<file path="src/rtl/poly_div2k_pkg.sv">
// rtl/poly_div2k_pkg.sv - shared defaults, Dilithium modulus and FSM state type for poly_div2k
package poly_div2k_pkg;

  localparam int DEF_WIDTH = 24;
  localparam int DEF_LANES = 4;
  localparam int DEF_KMAX  = 8;
  localparam int DIL_Q     = 8380417;

  typedef enum logic [1:0] {
    ST_IDLE = 2'd0,
    ST_RUN  = 2'd1,
    ST_DONE = 2'd2
  } state_t;

endpackage

</file>
<file path="src/rtl/poly_div2k_lane.sv">
// rtl/poly_div2k_lane.sv - one modular halving step: x/2 mod q for odd q, plain shift otherwise
module poly_div2k_lane #(
  parameter int WIDTH = 24
) (
  input  logic [WIDTH-1:0] x_i,
  input  logic             q_odd_i,
  input  logic [WIDTH:0]   half_i,
  output logic [WIDTH-1:0] y_o
);

  logic [WIDTH:0] sum_w;
  logic           unused_carry;

  // For odd q and odd x, (x-1)/2 + (q+1)/2 == (x+q)/2, which is x * 2^-1 mod q.
  assign sum_w        = {2'b00, x_i[WIDTH-1:1]} + half_i;
  assign unused_carry = sum_w[WIDTH];
  assign y_o          = (q_odd_i && x_i[0]) ? sum_w[WIDTH-1:0] : (x_i >> 1);

endmodule

</file>
<file path="src/rtl/poly_div2k.sv">
// rtl/poly_div2k.sv - batch multiply of LANES coefficients by 2^-k mod q, one halving per cycle
// Optional input reduction x >= q -> x - q at accept when POLY_DIV2K_IN_REDUCE_EN is defined.
module poly_div2k
  import poly_div2k_pkg::*;
#(
  parameter  int WIDTH = DEF_WIDTH,
  parameter  int LANES = DEF_LANES,
  parameter  int KMAX  = DEF_KMAX,
  localparam int KW    = $clog2(KMAX + 1)
) (
  input  logic                   clk,
  input  logic                   rst,
  input  logic                   in_valid,
  output logic                   in_ready,
  input  logic [LANES*WIDTH-1:0] in_data,
  input  logic [WIDTH-1:0]       in_q,
  input  logic [KW-1:0]          in_k,
  output logic                   out_valid,
  input  logic                   out_ready,
  output logic [LANES*WIDTH-1:0] out_data,
  output logic                   busy
);

  state_t                 state_q, state_d;
  logic [KW-1:0]          cnt_q, cnt_d;
  logic [LANES*WIDTH-1:0] work_q, work_d;
  logic                   q_odd_q, q_odd_d;
  logic [WIDTH:0]         half_q, half_d;

  logic [LANES*WIDTH-1:0] step_w;
  logic [LANES*WIDTH-1:0] capt_w;
  logic [KW-1:0]          k_sat_w;

  assign k_sat_w = (in_k > KW'(KMAX)) ? KW'(KMAX) : in_k;

  for (genvar i = 0; i < LANES; i++) begin : g_lane
    poly_div2k_lane #(
      .WIDTH (WIDTH)
    ) u_lane (
      .x_i     (work_q[i*WIDTH +: WIDTH]),
      .q_odd_i (q_odd_q),
      .half_i  (half_q),
      .y_o     (step_w[i*WIDTH +: WIDTH])
    );

`ifdef POLY_DIV2K_IN_REDUCE_EN
    assign capt_w[i*WIDTH +: WIDTH] = (in_data[i*WIDTH +: WIDTH] >= in_q)
                                      ? (in_data[i*WIDTH +: WIDTH] - in_q)
                                      : in_data[i*WIDTH +: WIDTH];
`else
    assign capt_w[i*WIDTH +: WIDTH] = in_data[i*WIDTH +: WIDTH];
`endif
  end

  always_comb begin
    state_d = state_q;
    cnt_d   = cnt_q;
    work_d  = work_q;
    q_odd_d = q_odd_q;
    half_d  = half_q;
    case (state_q)
      ST_IDLE: begin
        if (in_valid) begin
          work_d  = capt_w;
          q_odd_d = in_q[0];
          half_d  = ({1'b0, in_q} + (WIDTH+1)'(1)) >> 1;
          cnt_d   = k_sat_w;
          state_d = (k_sat_w == '0) ? ST_DONE : ST_RUN;
        end
      end
      ST_RUN: begin
        work_d = step_w;
        cnt_d  = cnt_q - KW'(1);
        if (cnt_q == KW'(1)) state_d = ST_DONE;
      end
      ST_DONE: begin
        if (out_ready) state_d = ST_IDLE;
      end
      default: state_d = ST_IDLE;
    endcase
  end

  always_ff @(posedge clk) begin
    if (rst) begin
      state_q <= ST_IDLE;
      cnt_q   <= '0;
      work_q  <= '0;
      q_odd_q <= 1'b0;
      half_q  <= '0;
    end else begin
      state_q <= state_d;
      cnt_q   <= cnt_d;
      work_q  <= work_d;
      q_odd_q <= q_odd_d;
      half_q  <= half_d;
    end
  end

  assign in_ready  = (state_q == ST_IDLE);
  assign out_valid = (state_q == ST_DONE);
  assign busy      = (state_q == ST_RUN) || (state_q == ST_DONE);
  assign out_data  = work_q;

endmodule

</file>
<file path="config.mk">
export PLATFORM = sky130hd
export DESIGN_NAME = poly_div2k
export DESIGN_NICKNAME = d
export VERILOG_FILES = /design/src/rtl/poly_div2k_pkg.sv /design/src/rtl/poly_div2k_lane.sv /design/src/rtl/poly_div2k.sv
export SDC_FILE = /design/constraint.sdc
export NUM_CORES = 1
export LEC_CHECK = 0
export ABC_AREA = 0
export CAP_MARGIN = 20
export CORE_MARGIN = 2
export CORE_UTILIZATION = 40
export CTS_CLUSTER_DIAMETER = 60
export DETAILED_ROUTE_END_ITERATION = 8
export GPL_TIMING_DRIVEN = 0
export MAX_ROUTING_LAYER = met4
export PLACE_DENSITY = 0.77
export SLEW_MARGIN = 5
export SYNTH_ARGS = -nofsm -noshare
export SYNTH_HDL_FRONTEND = slang
export SYNTH_SLANG_ARGS = --single-unit
</file>
<file path="constraint.sdc">
create_clock -name clk -period 2.7 [get_ports clk]
set_input_delay 0.81 -clock clk [delete_from_list [all_inputs] [get_ports clk]]
set_output_delay 0.81 -clock clk [all_outputs]
set_load 0.01 [all_outputs]
</file>
# Word level (Yosys, flattened, before mapping)
# Cells that the tools add are included.
[word_totals] ff_bits=127 input_bits=128 output_inout_bits=99 elab_cells=43
[classes] n_addsub=6 order_cmp=1 n_eq_ne=6 n_mux=14 n_reduce_logical=11
[op_table] op="one-hot mux 96 bit (2 select lines)" n=1
[op_table] op="adder 23 x 24 -> 24 bit" n=4
[op_table] op="2-to-1 mux 24 bit" n=4
[op_table] op="2-to-1 mux 96 bit" n=1
[op_table] op="adder 24 x 1 -> 25 bit (second input constant)" n=1
[op_table] op="2-to-1 mux 2 bit" n=4
[op_table] op="2-to-1 mux 4 bit" n=2
[op_table] op="one-hot mux 4 bit (2 select lines)" n=1
[op_table] op="one-hot mux 2 bit (3 select lines)" n=1
[op_table] op="== test 4 x 1 -> 1 bit (second input constant)" n=1
[op_table] op="greater-than comparator 4 bit (second input constant)" n=1
[op_table] op="logical AND 1 bit" n=4
[op_table] op="logical NOT 4 bit" n=1
[op_table] op="!= test 2 bit (second input constant)" n=2
[op_table] op="AND reduction 2 bit" n=2
[op_table] op="subtractor 4 x 1 -> 4 bit (second input constant)" n=1
[op_table] op="AND reduction 3 bit" n=1
[op_table] op="== test 2 x 1 -> 1 bit (second input constant)" n=1
[op_table] op="== test 2 bit (second input constant)" n=1
[op_table] op="logical NOT 2 bit" n=1
[op_table] op="!= test 2 x 1 -> 1 bit (second input constant)" n=1
[op_table] op="nonzero test 2 bit" n=1
[op_table] op="logical OR 1 bit" n=1

# Longest topological paths before layout
# Gate-level depths: netlist (run 1).
[logic_depth] ltp_word=6 depth_mapped=11

# By module
# Synthesis (run 1) repeated with hierarchy kept, for this count alone.
[hier_totals] hier_cells=1538 area_unflattened_um2=12077.8
[modules_own_cells] module="poly_div2k" instances=1 cells_per_inst=640 area_per_inst_um2=5904.4 seq_area_each_um2=2542.4
[modules_own_cells] module="poly_div2k_lane at g_lane[0].u_lane ..." instances=2 cells_per_inst=246 area_per_inst_um2=1662.8 seq_area_each_um2=0.0
[modules_own_cells] module="poly_div2k_lane at g_lane[2].u_lane ..." instances=2 cells_per_inst=203 area_per_inst_um2=1423.9 seq_area_each_um2=0.0

# Least setup slack after synthesis (run 1)
# OpenSTA, ideal clock, no wires.
[synth_timing] path_type="reg2reg" start="register work_q[49], in the netlist out_data[49]" end="register work_q[70], in the netlist out_data[70]" setup_ns=0.070 arrival_ns=2.552 t_required_ns=2.630 setup_slack_ns=0.078 path_stages_with_launch=11 synth_period_minus_slack_ns=2.622 path_cell_list="dfxtp_1 ha_1 fa_1 a21o_1 a21oi_1 o21a_1 o41a_1 a311oi_1 o31ai_1 mux2_1 a21oi_1"
[synth_via] elab_chain_len=3
[synth_lines] element="start, declared" line_no="poly_div2k.sv:26" rtl="logic [LANES*WIDTH-1:0] work_q, work_d;"
[synth_lines] element="start signal, assigned" line_no="poly_div2k.sv:93" rtl="work_q <= work_d;"
[synth_lines] element="adder 23 x 24 -> 24 bit" line_no="poly_div2k_lane.sv:15" rtl="assign sum_w = {2'b00, x_i[WIDTH-1:1]} + half_i;"
[synth_lines] element="2-to-1 mux 24 bit" line_no="poly_div2k_lane.sv:17" rtl="assign y_o = (q_odd_i && x_i[0]) ? sum_w[WIDTH-1:0] : (x_i >> 1);"
[synth_lines] element="one-hot mux 96 bit (2 select lines)" line_no="poly_div2k.sv:61" rtl="case (state_q)"
# No other way between the ends.
# A chain may end at the register's enable or synchronous reset.

# Final worst setup path (run 1)
[layout_timing] start="input port in_valid" end="register work_q[74], in the netlist out_data[74]"
[layout_via] elab_chain_len=2
[layout_lines] element="start, declared" line_no="poly_div2k.sv:13" rtl="input logic in_valid,"
[layout_lines] element="!= test 2 bit (no source line)"
[layout_lines] element="AND reduction 2 bit (no source line)"
# No other way between the ends.

==> qor.yml, run 1 <==
route:
  wl_per_cell_um: 25.1
  postRouteWirelength_um: 53000
  postRouteAntennaNets: 0
  routed_via_density: 6.41
  drt_iter0_drc: 1291
  via_count: 13500
  drt_first_pass_iters: 5
  drc: 0
global_routing:
  grt_start_max_net_pins: 17
  grt_antenna_before_repair: 0
  grt_pass1_wl_um: 75600
  grt_overflow: 0
  grt_pass1_vias: 12600
  track_usage: 0.362
synthesis:
  synth-simple-area-share: 0.214
  postSynthAreaPerCell_um2: 7.37
  yosys.area_share.xor_xnor: 0.0707
  synthesis.area_um2: 11000
  synth_edf_count: 0
  muxShareOfSynthArea: 0.00828
  syn_inst: 1497
  synth_top_cell_area_share: 0.230
  synth_compound_area_frac: 0.314
  synthArstFlopShare: 0
  synth_ff_type: "dfxtp_1"
  ys_seq_area_frac: 0.230
  yosys_warnings: 0
  synth_top_family_by_area: "compound AO/OA/AOI/OAI gates"
  ys_seq_elements: 127
  ys_types: 69
  yosys-top-cells-area: "dfxtp_1 23%, ha_1 11%, a21oi_1 7.6%"
  synth_nets: 1727
  synth_area_leader_cell: "dfxtp_1"
  synthAdderAreaFrac: 0.118
pwr:
  cellPowerDensity_nw_per_um2: 1090
  clkPwrFrac: 0.153
  p_seq_frac: 0.228
  p_comb_frac: 0.619
  p_leak_nw: 5.86
  ir_drop_mv: 0.443
  intPower_mw: 8.18
  swShare: 0.503
  netSwitchingPower_mw: 8.27
layout:
  drive_above_1_share: 0.114
  fin_nets: 1986
  area_delta_synth_final_pct: 36.9
  nFillCells: 2615
  layout_commonest_cell: "clkdlybuf4s50_1"
  layout_common_cells: "226 x clkdlybuf4s50_1, 160 x a21oi_1, 157 x nor2_1"
  antenna_cells: 0
die:
  start_util: 0.408
  fp.dieH_um: 170
  fp.dieArea_um2: 28900
  core_um2: 27000
  ios: 227
  fp.dieW_um: 170
  rows: 60
sta:
  worst_pin_slew_ns: 1.04
  rsz0062_at_grt: "yes"
  slew_headroom: 0.299
  setup_ws_ns: -0.0485
  min_period_over_period: 1.02
  timing.final.crit_period_ns: 2.75
  max_freq_mhz: 364
  slew_viol_final: 0
  finalSetupTns_ns: -0.127
  hold_violations: 0
  setup_viol: 7
  finalClockSkew_ns: 0.0159
hold_path:
  min_to: "out_data[53]"
  worstHoldPathCells: 2
  hp-class: "flip-flop to flip-flop"
  holdCritStartpoint: "out_data[53]"
place:
  port_buffers: 226
  place_congestion: 1.01
  place_ws_ns: -1.65
  dp_hpwl_um: 39700
worst_setup_path:
  crit_path_end_kind: "flip-flop"
  required_ns: 3.04
  rrSetupSlack_ns: -0.02
  cp-start-kind: "input pin"
  rr_worst_depth: 11
  critPathMaxFanout: 10
  worstReg2RegEnd: "out_data[46]"
  cp.arrival_ns: 3.09
  worstSetupPathType: "input pin to flip-flop"
  r2r_start: "half_q[0]"
clock_network:
  clk_path_buf_depth: 2
  clk_pin_slew_worst_paths_ns: 0.07
  cts_root_buf: "clkbuf_16"
  hold_buffers: 0
  cts.sinks: 127
  cts_htree_levels: 4
  clock_latency_ns: 0.43
  cts_tree: "done"
  cts_buffers: 17
run_status:
  violations: "negative setup slack"
  status: "complete, but fails checks"
run:
  maxCapViolCount: 0
-- timing repair --
item / CTS / global route
gates resized for setup: 112 / 107
pin swaps: 11 / 34
buffers inserted: 4 / 15
endpoints found under the setup margin: 127 / 99
cloned: 0 / 0
-- registers in the layout (all words and copies together) (netlist names) --
signal    cells
cnt_q         4
half_q       24
state_q       2
q_odd_q       1
out_data     96
-- metrics by stage --
step / hold WS [ns] / utilization / total power, mW / instances / instance area [µm²]
3_3_place_gp: 0.479 / 0.508 / 12.9 / 2064 / 13700
2_1_floorplan: 0.462 / - / 9.01 / 1497 / 11000
3_5_place_dp: 0.493 / 0.508 / 13.0 / 2064 / 13700
4_1_cts: 0.502 / 0.541 / 15.7 / 2097 / 14600
6_report: 0.499 / 0.559 / 16.5 / 2110 / 15100
5_1_grt: 0.520 / 0.559 / 17.2 / 2110 / 15100
-- synth_stat cells (17+ instances only) --
master,number
a211oi_1,57
a21o_1,35
a21oi_1,167
a311oi_1,18
a31oi_1,37
and3_1,30
buf_1,17
clkbuf_1,75
dfxtp_1,127
ha_1,98
inv_1,33
nand2_1,144
nand4_1,18
nor2_1,159
nor3_1,56
o211ai_1,41
o21a_1,18
o21ai_0,56
o21ai_1,18
or3_1,22
xnor2_1,45
xor2_1,44
-- cells by family after synthesis --
kind of cell	after synthesis
AO/OA/AOI/OAI	535
AND/OR/NAND/NOR	506
buffers and inverters	129
flip-flops	127
adder cells (fa/ha/maj)	102
XOR/XNOR	89
multiplexers	9
-- final cells by class --
| type | instances | area [µm²] | share of cell area |
|---|---|---|---|
| plain buffers | 89 | 434 | 0.0288 |
| repair buffers | 245 | 2410 | 0.160 |
| inverters | 35 | 131 | 0.00870 |
| well taps | 341 | 427 | 0.0283 |
| multi-input cells | 1241 | 8480 | 0.561 |
| clock inverters | 12 | 158 | 0.0104 |
| clock buffers | 20 | 457 | 0.0302 |
| flip-flops and latches | 127 | 2600 | 0.172 |
-- worst max path at each step --
stage,slack (ns),to,cells after the start,from
3_3_place_gp,-1.61,out_data[81],9,in_valid
5_1_grt,-0.13,out_data[22],10,half_q[0]
6_report,-0.05,out_data[74],8,in_valid
2_1_floorplan,0.08,out_data[70],10,out_data[49]
3_5_place_dp,-1.65,out_data[3],9,in_valid
4_1_cts,-0.07,out_data[70],10,half_q[0]
-- critical path: stages --
cell	delay [ns]
clkdlybuf4s50_1	0.52
and2_2	0.37
a21oi_2	0.23
clkbuf_4	0.31
buf_4	0.29
buf_4	0.28
nand2_1	0.09
a21oi_1	0.17
-- routing by layer --
metal  track usage  vias up  wire length, µm
met2         0.598      848            24600
met4         0.148        0             2480
met1         0.446     6398            20400
met5             -        -                0
li1              -     6105                -
met3        0.0481      173             5540
-- power groups by stage --
| stage | Sequential (mW) | Combinational, mW | Clock [mW] |
|---|---|---|---|
| final | 3.76 | 10.2 | 2.51 |
| after global routing | 3.79 | 10.9 | 2.57 |
| after CTS | 3.63 | 9.61 | 2.50 |
| after detailed placement | 3.62 | 9.35 | 0 |
| after global placement | 3.62 | 9.25 | 0 |
| after floorplan | 3.39 | 5.61 | 0 |
(Power assumes the default switching activity.)
==> run 2: changes to the inputs <==
CORE_ASPECT_RATIO = 2   (was default)
==> run 2 against run 1 <==
  * The run now ends clean
  * Clock-buffer cell count rose by 2
  * Core utilization fell by 0.58 points
  * Clock power fell by 6%
  * Total power rose by 0.20%
  * Worst setup slack improved by 0.062 ns
  * Fmax rose by 2.3%
  * Die area rose by 0.28%
  * Global-route usage rose by 2.1 points
  * Worst hold slack improved by 0.00067 ns
  * Final cell count rose by 0.62%
  * Critical path depth did not move
  * Clock skew fell by 0.0043 ns
  * Highest routed layer unchanged
==> qor.yml, run 2 (synthesized netlist as in run 1, its figures left out) <==
route:
  route.met2.wl_um: 24800
  wl_met3_um: 5230
  top_layer: "met4"
  postRouteWirelength_um: 55000
  routed_via_density: 6.38
  via_count: 13500
  drt_iter0_drc: 1419
  drc: 0
  drt_first_pass_iters: 6
  wl_per_cell_um: 25.9
  met1Wirelength_um: 19700
  postRouteAntennaNets: 0
sta:
  hold_ws_ns: 0.499
  setup_viol: 0
  min_period_over_period: 0.995
  slew_headroom: 0.292
  finalClockSkew_ns: 0.0115
  max_freq_mhz: 372
  timing.final.crit_period_ns: 2.69
  hold_violations: 0
  slew_viol_final: 0
  rsz0062_at_grt: "yes"
  worst_pin_slew_ns: 1.05
  setup_ws_ns: 0.0138
die:
  fp.dieArea_um2: 29000
  fp.dieW_um: 121
  ios: 227
  start_util: 0.404
  core_um2: 27300
  rows: 86
  fp.dieH_um: 239
worst_setup_path:
  rr_worst_depth: 10
  worstSetupPathType: "input pin to flip-flop"
  cp.arrival_ns: 3.07
  critPathMaxFanout: 10
  required_ns: 3.08
  cp-start-kind: "input pin"
  crit_path_end_kind: "flip-flop"
clock_network:
  cts_buffers: 17
  clk_path_buf_depth: 2
  cts_tree: "done"
  cts_htree_levels: 4
  hold_buffers: 0
  clk_pin_slew_worst_paths_ns: 0.06
  clock_latency_ns: 0.46
  cts_root_buf: "clkbuf_16"
  cts.sinks: 127
place:
  port_buffers: 226
  place_ws_ns: -1.57
  place_congestion: 1.05
  dp_hpwl_um: 41000
  placed_cells: 2076
global_routing:
  grt_pass1_vias: 12900
  grt_overflow: 0
  grt_pass1_wl_um: 78700
  grt_start_max_net_pins: 17
  track_usage: 0.383
  grt_antenna_before_repair: 0
pwr:
  power.total_mw: 16.5
  p_leak_nw: 5.84
  ir_drop_mv: 0.675
  cellPowerDensity_nw_per_um2: 1090
run:
  maxCapViolCount: 0
hold_path:
  hp-class: "flip-flop to flip-flop"
  worstHoldPathCells: 2
layout:
  antenna_cells: 0
  fin_nets: 1990
  final_core_util: 0.553
  largest_register_ffs: 96
  layout_commonest_cell: "clkdlybuf4s50_1"
  area_delta_synth_final_pct: 37.0
  layout_common_cells: "226 x clkdlybuf4s50_1, 157 x a21oi_1, 155 x nor2_1"
  stdcell_count: 2123
  drive_above_1_share: 0.115
run_status:
  status: "finished, final reports clean"
-- run 2: changes by cell type in the layout (fill, tap and decap cells not counted), moves of 4 or more --
| cell | change |
|---|---|
| clkbuf_1 | +9 |
| clkbuf_2 | -6 |
| clkinv_2 | +4 |
| dfxtp_2 | +4 |
-- run 2: power breakdown --
group | switching, mW | internal (mW)
Combinational | 6.24 | 4.14
Clock | 0.960 | 1.38
Sequential | 1.18 | 2.58
-- run 2: metrics by stage --
step	TNS [ns]	cell area (µm²)
2_1_floorplan	0	11000
3_3_place_gp	-122.77	13700
3_5_place_dp	-128.35	13700
4_1_cts	0	14600
5_1_grt	-0.293	15100
6_report	0	15100
-- run 2: metal layers --
metal  vias up  track usage
met1      6244        0.423
met5         -            -
met4         0        0.295
met2       900        0.592
met3       287       0.0844
li1       6107            -
-- run 2: final timing paths --
check / to / start / slack (ns)
max: out_data[34] / in_valid / 0.01
min: out_data[8] / out_data[8] / 0.50
max reg2reg: out_data[93] / out_data[77] / 0.02
min reg2reg: out_data[8] / out_data[8] / 0.50
-- run 2: layout make-up --
type	instances	area, µm²
multi-input combinational	1241	8530
clock inverter	8	90.1
sequential	127	2600
inverter	35	131
fill	2629	12200
timing repair buffer	249	2430
tap	352	440
clock buffer	22	464
buffer	89	425
-- run 2: what timing repair did --
action	4_1_cts	5_1_grt
resized for setup	103	120
pin swaps	12	44
buffers inserted	6	15
setup endpoints to repair	125	103
-- run 2: critical path, cell delays in order --
cell,delay [ns]
clkdlybuf4s50_1,0.54
and2_2,0.37
a21oi_2,0.21
buf_2,0.31
buf_4,0.31
clkbuf_2,0.30
nand2_1,0.10
a21oi_1,0.12
